**config.mk**
```make
export PLATFORM = sky130hd
export DESIGN_NAME = hazard_forwarding_unit_flat
export DESIGN_NICKNAME = d
export VERILOG_FILES = /design/src/rtl/ppu_pkg.sv /design/src/rtl/hazard_forwarding_unit_if.sv /design/src/rtl/forward_sel.sv /design/src/rtl/hazard_forwarding_unit.sv /design/src/flat_wrapper.sv
export SDC_FILE = /design/constraint.sdc
export NUM_CORES = 1
export LEC_CHECK = 0
export BUFFER_PORTS_ARGS = -buffer_cell sky130_fd_sc_hd__buf_2
export CORE_ASPECT_RATIO = 1.4
export CORE_MARGIN = 3
export CORE_UTILIZATION = 30
export CTS_CLUSTER_DIAMETER = 30
export DETAILED_ROUTE_END_ITERATION = 10
export PLACE_DENSITY_LB_ADDON = 0.05
export SLEW_MARGIN = 15
export SYNTH_ARGS = -nofsm -noshare
export SYNTH_HDL_FRONTEND = slang
export SYNTH_SLANG_ARGS = --single-unit
export TNS_END_PERCENT = 20
```
**constraint.sdc**
```tcl
create_clock -name clk -period 2.34 [get_ports clk]
set_input_delay 0.117 -clock clk [delete_from_list [all_inputs] [get_ports clk]]
set_output_delay 0.117 -clock clk [all_outputs]
set_load 0.02 [all_outputs]
```
**src/rtl/ppu_pkg.sv**
```systemverilog
// Shared PPU pipeline definitions: forwarding select encodings, hazard FSM
// states and the architectural PC register specifier.
package ppu_pkg;

  localparam logic [1:0] FWD_RF  = 2'b00;
  localparam logic [1:0] FWD_EX  = 2'b01;
  localparam logic [1:0] FWD_MEM = 2'b10;
  localparam logic [1:0] FWD_WB  = 2'b11;

  // R15 reads always come from next_pc and never participate in hazards
  localparam logic [3:0] REG_PC = 4'd15;

  typedef enum logic {
    HZ_RUN,
    HZ_BUBBLE
  } hz_state_e;

  function automatic logic [15:0] sat_inc(input logic [15:0] v);
    return (v == '1) ? v : v + 16'd1;
  endfunction

endpackage

```
**src/rtl/hazard_forwarding_unit_if.sv**
```systemverilog
// Pipeline-register fields seen by the hazard unit and the control it returns.
interface hazard_forwarding_unit_if;

  logic [3:0]  id_ra, id_rb, id_rd;
  logic        id_use_a, id_use_b, id_use_d;
  logic [3:0]  ex_rd;
  logic        ex_rf_en, ex_load;
  logic [3:0]  mem_rd;
  logic        mem_rf_en;
  logic [3:0]  wb_rd;
  logic        wb_rf_en;
  logic        branch_taken;

  logic        pc_le, ifid_le, nop_sel, ifid_flush;
  logic [1:0]  fwd_a, fwd_b, fwd_d;
  logic [15:0] stall_count, flush_count;

  modport master (
    output id_ra, id_rb, id_rd, id_use_a, id_use_b, id_use_d,
           ex_rd, ex_rf_en, ex_load, mem_rd, mem_rf_en, wb_rd, wb_rf_en,
           branch_taken,
    input  pc_le, ifid_le, nop_sel, ifid_flush, fwd_a, fwd_b, fwd_d,
           stall_count, flush_count
  );

  modport slave (
    input  id_ra, id_rb, id_rd, id_use_a, id_use_b, id_use_d,
           ex_rd, ex_rf_en, ex_load, mem_rd, mem_rf_en, wb_rd, wb_rf_en,
           branch_taken,
    output pc_le, ifid_le, nop_sel, ifid_flush, fwd_a, fwd_b, fwd_d,
           stall_count, flush_count
  );

endinterface

```
**src/rtl/forward_sel.sv**
```systemverilog
// Per-operand forwarding source select; nearest producing stage wins.
module forward_sel
  import ppu_pkg::*;
(
  input  logic [3:0] spec,
  input  logic       use_en,
  input  logic [3:0] ex_rd,
  input  logic       ex_rf_en,
  input  logic       ex_load,
  input  logic [3:0] mem_rd,
  input  logic       mem_rf_en,
  input  logic [3:0] wb_rd,
  input  logic       wb_rf_en,
  output logic [1:0] sel
);

  always_comb begin
    sel = FWD_RF;
    if (use_en && spec != REG_PC) begin
      // A load in EX has no data yet; the load-use stall covers that case
      if (ex_rf_en && !ex_load && ex_rd == spec)
        sel = FWD_EX;
      else if (mem_rf_en && mem_rd == spec)
        sel = FWD_MEM;
      else if (wb_rf_en && wb_rd == spec)
        sel = FWD_WB;
    end
  end

endmodule

```
**src/rtl/hazard_forwarding_unit.sv**
```systemverilog
// ID-stage hazard controller: operand forwarding, one-bubble load-use stall,
// taken-branch IF/ID flush and saturating debug counters.
module hazard_forwarding_unit
  import ppu_pkg::*;
(
  input  logic                     clk,
  input  logic                     reset,
  hazard_forwarding_unit_if.slave  hz
);

  hz_state_e   state;
  logic        hazard, stall, flush;
  logic [1:0]  sel_a, sel_b, sel_d;
  logic [15:0] stall_cnt, flush_cnt;

  function automatic logic dep(input logic [3:0] spec, input logic use_en,
                               input logic [3:0] rd);
    return use_en && spec != REG_PC && spec == rd;
  endfunction

  forward_sel u_fwd_a (
    .spec(hz.id_ra), .use_en(hz.id_use_a),
    .ex_rd(hz.ex_rd), .ex_rf_en(hz.ex_rf_en), .ex_load(hz.ex_load),
    .mem_rd(hz.mem_rd), .mem_rf_en(hz.mem_rf_en),
    .wb_rd(hz.wb_rd), .wb_rf_en(hz.wb_rf_en), .sel(sel_a)
  );

  forward_sel u_fwd_b (
    .spec(hz.id_rb), .use_en(hz.id_use_b),
    .ex_rd(hz.ex_rd), .ex_rf_en(hz.ex_rf_en), .ex_load(hz.ex_load),
    .mem_rd(hz.mem_rd), .mem_rf_en(hz.mem_rf_en),
    .wb_rd(hz.wb_rd), .wb_rf_en(hz.wb_rf_en), .sel(sel_b)
  );

  forward_sel u_fwd_d (
    .spec(hz.id_rd), .use_en(hz.id_use_d),
    .ex_rd(hz.ex_rd), .ex_rf_en(hz.ex_rf_en), .ex_load(hz.ex_load),
    .mem_rd(hz.mem_rd), .mem_rf_en(hz.mem_rf_en),
    .wb_rd(hz.wb_rd), .wb_rf_en(hz.wb_rf_en), .sel(sel_d)
  );

  assign hazard = hz.ex_load && hz.ex_rf_en &&
                  (dep(hz.id_ra, hz.id_use_a, hz.ex_rd) ||
                   dep(hz.id_rb, hz.id_use_b, hz.ex_rd) ||
                   dep(hz.id_rd, hz.id_use_d, hz.ex_rd));

  // A taken branch squashes the dependent instruction, so it overrides the stall
  assign stall = !reset && state == HZ_RUN && hazard && !hz.branch_taken;
  assign flush = !reset && hz.branch_taken;

  assign hz.pc_le       = !stall;
  assign hz.ifid_le     = !stall;
  assign hz.nop_sel     = stall;
  assign hz.ifid_flush  = flush;
  assign hz.fwd_a       = reset ? FWD_RF : sel_a;
  assign hz.fwd_b       = reset ? FWD_RF : sel_b;
  assign hz.fwd_d       = reset ? FWD_RF : sel_d;
  assign hz.stall_count = stall_cnt;
  assign hz.flush_count = flush_cnt;

  always_ff @(posedge clk) begin
    if (reset) begin
      state     <= HZ_RUN;
      stall_cnt <= '0;
      flush_cnt <= '0;
    end else begin
      case (state)
        HZ_RUN:    if (stall) state <= HZ_BUBBLE;
        HZ_BUBBLE: state <= HZ_RUN;
        default:   state <= HZ_RUN;
      endcase
      if (stall) stall_cnt <= sat_inc(stall_cnt);
      if (flush) flush_cnt <= sat_inc(flush_cnt);
    end
  end

endmodule

```
**src/flat_wrapper.sv**
```systemverilog
// flat-port wrapper written by rule: the top's interface ports become plain ports
module hazard_forwarding_unit_flat import ppu_pkg::*;
  (clk, reset, hz_id_ra, hz_id_rb, hz_id_rd, hz_id_use_a, hz_id_use_b, hz_id_use_d, hz_ex_rd, hz_ex_rf_en, hz_ex_load, hz_mem_rd, hz_mem_rf_en, hz_wb_rd, hz_wb_rf_en, hz_branch_taken, hz_pc_le, hz_ifid_le, hz_nop_sel, hz_ifid_flush, hz_fwd_a, hz_fwd_b, hz_fwd_d, hz_stall_count, hz_flush_count);
  hazard_forwarding_unit_if hz_i ();
  input  logic clk;
  input  logic reset;
  input wire logic [$bits(hz_i.id_ra)-1:0] hz_id_ra;
  input wire logic [$bits(hz_i.id_rb)-1:0] hz_id_rb;
  input wire logic [$bits(hz_i.id_rd)-1:0] hz_id_rd;
  input wire logic [$bits(hz_i.id_use_a)-1:0] hz_id_use_a;
  input wire logic [$bits(hz_i.id_use_b)-1:0] hz_id_use_b;
  input wire logic [$bits(hz_i.id_use_d)-1:0] hz_id_use_d;
  input wire logic [$bits(hz_i.ex_rd)-1:0] hz_ex_rd;
  input wire logic [$bits(hz_i.ex_rf_en)-1:0] hz_ex_rf_en;
  input wire logic [$bits(hz_i.ex_load)-1:0] hz_ex_load;
  input wire logic [$bits(hz_i.mem_rd)-1:0] hz_mem_rd;
  input wire logic [$bits(hz_i.mem_rf_en)-1:0] hz_mem_rf_en;
  input wire logic [$bits(hz_i.wb_rd)-1:0] hz_wb_rd;
  input wire logic [$bits(hz_i.wb_rf_en)-1:0] hz_wb_rf_en;
  input wire logic [$bits(hz_i.branch_taken)-1:0] hz_branch_taken;
  output wire logic [$bits(hz_i.pc_le)-1:0] hz_pc_le;
  output wire logic [$bits(hz_i.ifid_le)-1:0] hz_ifid_le;
  output wire logic [$bits(hz_i.nop_sel)-1:0] hz_nop_sel;
  output wire logic [$bits(hz_i.ifid_flush)-1:0] hz_ifid_flush;
  output wire logic [$bits(hz_i.fwd_a)-1:0] hz_fwd_a;
  output wire logic [$bits(hz_i.fwd_b)-1:0] hz_fwd_b;
  output wire logic [$bits(hz_i.fwd_d)-1:0] hz_fwd_d;
  output wire logic [$bits(hz_i.stall_count)-1:0] hz_stall_count;
  output wire logic [$bits(hz_i.flush_count)-1:0] hz_flush_count;
  assign hz_i.id_ra = hz_id_ra;
  assign hz_i.id_rb = hz_id_rb;
  assign hz_i.id_rd = hz_id_rd;
  assign hz_i.id_use_a = hz_id_use_a;
  assign hz_i.id_use_b = hz_id_use_b;
  assign hz_i.id_use_d = hz_id_use_d;
  assign hz_i.ex_rd = hz_ex_rd;
  assign hz_i.ex_rf_en = hz_ex_rf_en;
  assign hz_i.ex_load = hz_ex_load;
  assign hz_i.mem_rd = hz_mem_rd;
  assign hz_i.mem_rf_en = hz_mem_rf_en;
  assign hz_i.wb_rd = hz_wb_rd;
  assign hz_i.wb_rf_en = hz_wb_rf_en;
  assign hz_i.branch_taken = hz_branch_taken;
  assign hz_pc_le = hz_i.pc_le;
  assign hz_ifid_le = hz_i.ifid_le;
  assign hz_nop_sel = hz_i.nop_sel;
  assign hz_ifid_flush = hz_i.ifid_flush;
  assign hz_fwd_a = hz_i.fwd_a;
  assign hz_fwd_b = hz_i.fwd_b;
  assign hz_fwd_d = hz_i.fwd_d;
  assign hz_stall_count = hz_i.stall_count;
  assign hz_flush_count = hz_i.flush_count;
  hazard_forwarding_unit u_core (.clk(clk), .reset(reset), .hz(hz_i));
endmodule
```
==> flow_metrics.tcl <==
set metrics [dict create \
    io_pins 76 \
    final_cell_mix "buf_2, dfxtp_1, xor2_1" \
    grt_pass1_vias 2005 \
    crit_chain "and4bb_2 > nand2_4 > o32ai_4 > nor2_1 > inv_1 > buf_2" \
    drcViolationCount 0 \
    synth_ff_type "dfxtp_1" \
    ys_seq_area_frac 0.311 \
    path_class "reg -> out" \
    hold_depth 4 \
    crit_fanout 6 \
    layout_commonest_cell "buf_2" \
    max-cap-violations 0 \
    cp_top_family "simple AND/OR/NAND/NOR gates" \
    outcome "complete, no violations" \
    finalSetupViolations 0 \
    rows 35 \
    p_leak_nw 1.14 \
    worstMarginPinSlew_ns 0.638 \
    rsz0062_at_grt "no" \
    drv_slew 0 \
    instances_no_fill 424 \
    min_from "reset" \
    r2r_slack_ns 0.32 \
    drive_gt1_frac 0.268 \
    start_kind "flip-flop" \
    r2r-end "u_core.hz.stall_count[9]$_SDFFE_PP0P_" \
    layout_setup_ws_ns 0.302 \
    cp-end-kind "primary output" \
    path_clk_slew_ns 0.07 \
    hpwl_um 4710 \
    synth.avg_cell_area_sq_um 8.30 \
    drt_pre_antenna_iters 4 \
    dieArea_sq_mm 0.00814 \
    htree_levels 2 \
    hold_violations 0 \
    antenna_found_initial 0 \
    ys_seq_elements 33 \
    powerDensity_mw_per_mm2 482 \
    grt_first_pass_wirelength_um 9830 \
    area_growth_pct 26.9 \
    dpl.cell_count 416 \
    irDropWorstVdd_uv 405 \
    numCtsBuffers 5 \
    place.port_buffers 75 \
    synth_edf_count 0 \
    hp-class "in -> reg" \
    die_x_um 77.1 \
    post_cts_buffers 0 \
    num_vias 2053 \
    core_area_sq_mm 0.00674 \
    die_h_um 106 \
    synthesis.area_sq_mm 0.00212 \
    n_antenna_cell 0 \
    skew_ns 0.00912 \
    wirelength_um 6000 \
    power.total_w 0.00130 \
    relSlewSlack 0.571 \
    holdBufCountCts 0 \
    hold_end "u_core.hz.stall_count[2]$_SDFFE_PP0P_" \
    cts_tree "yes" \
    grt_max_degree 36 \
    crit_required_ns 2.22 \
    syn-num-nets 292 \
    via_per_inst 4.84 \
    min_period_ns 2.04 \
    cts-root-buf "clkbuf_8" \
    initial_core_util 0.315 \
    ctsResizeCount 0 \
    fmax_mhz 491 \
    clock_path_buffers 2 \
    crit_cells 6 \
    yosysWarnings 0 \
    ff2ff_path_depth 7 \
    overflow 0 \
    track_usage 0.152 \
    clkLatencyLatePin_ns 0.28 \
    post-place-ws_ns 0.347 \
    finalNetCount 367 \
    fin_crit_sh 0.871 \
    drt-initial-drc-count 75 \
    synth_cells 256 \
    crit_buf_inv 2 \
    wl_per_cell_um 14.2 \
    cpMaxStageDelayCell "o32ai_4" \
    worst_path_largest_cell_delay_ns 0.37 \
    place_area_sq_mm 0.00258 \
    numClockSinks 33 \
    design_area_sq_mm 0.00270 \
    drt.antenna.violating_nets 0 \
    async_flop_share 0 \
    tns_ns 0 \
    crit_arrival_ns 1.92 \
    ys_types 39 \
    gp_congestion 0.874 \
    r2r-start "u_core.hz.stall_count[0]$_SDFFE_PP0P_" \
]
==> per-layer routing <==
metal	vias to the layer above	global-route usage	wire length (um)
li1	1061	-	-
met1	931	0.187	2640
met2	55	0.255	2970
met3	6	0.0376	313
met4	0	0.0534	82
met5	-	0	0
==> sequential cells by signal (all words and copies together) (netlist names) <==
register / flops
u_core.hz.flush_count: 16
u_core.hz.stall_count: 16
u_core.state: 1
==> Yosys cell counts (2+ instances only) <==
master,instances,area (sq um)
and3_1,8,50.1
nand4_1,16,100
a21oi_1,15,75.1
nand3_1,12,60.1
nand2_1,18,67.6
and2_1,7,43.8
o211ai_1,2,15.0
o2111ai_1,3,26.3
o21ai_0,10,50.1
nor3_1,7,35.0
nor4_1,6,37.5
xor2_1,32,280
xnor2_1,21,184
and4_1,4,35.0
or3_1,9,56.3
dfxtp_1,33,661
nor2_1,20,75.1
ha_1,2,25.0
inv_1,4,15.0
nor2b_1,4,25.0
clkbuf_1,5,18.8
==> logic make-up after synthesis <==
kind of cell             synth area share
adder cells (fa/ha/maj)            0.0118
buffers and inverters              0.0271
AO/OA/AOI/OAI                       0.117
flip-flops                          0.311
AND/OR/NAND/NOR                     0.310
multiplexers                      0.00471
XOR/XNOR                            0.218
==> where the power goes <==
group	switching (W)	internal, W
clock network	0.000211	0.000347
registers	0.00000345	0.000565
logic	0.000100	0.0000723
total	0.000314	0.000984
==> how the worst max path moves through the flow <==
stage	to	slack (ns)	start
floorplan	u_core.hz.stall_count[9]$_SDFFE_PP0P_	0.43	u_core.hz.stall_count[0]$_SDFFE_PP0P_
detailed placement	u_core.hz.stall_count[9]$_SDFFE_PP0P_	0.35	u_core.hz.stall_count[0]$_SDFFE_PP0P_
finish	hz_nop_sel	0.30	u_core.state$_SDFF_PP0_
CTS	hz_nop_sel	0.29	u_core.state$_SDFF_PP0_
global route	u_core.hz.stall_count[9]$_SDFFE_PP0P_	0.18	u_core.hz.stall_count[0]$_SDFFE_PP0P_
global placement	u_core.hz.stall_count[9]$_SDFFE_PP0P_	0.38	u_core.hz.stall_count[0]$_SDFFE_PP0P_
==> per-stage QoR <==
stage | hold slack, ns | util
2_1_floorplan | 0.375 | -
6_report | 0.248 | 0.400
3_3_place_gp | 0.485 | 0.383
3_5_place_dp | 0.489 | 0.383
4_1_cts | 0.244 | 0.400
5_1_grt | 0.280 | 0.400
==> tightest hold or removal path, delay by kind of cell <==
kind,cells,cell delay (ns)
and+or+nand+nor,1,0.09
buffers and inverters,2,0.22
muxes,1,0.06
==> cell type report <==
| class | instances | area, sq um |
|---|---|---|
| well taps | 92 | 115 |
| fillers | 765 | 4050 |
| multi-input cells | 211 | 1410 |
| inverters | 4 | 15.0 |
| repair buffers | 76 | 383 |
| clock inverters | 1 | 30.0 |
| flip-flops and latches | 33 | 661 |
| clock buffers | 7 | 86.3 |
(Power assumes the default switching activity.)
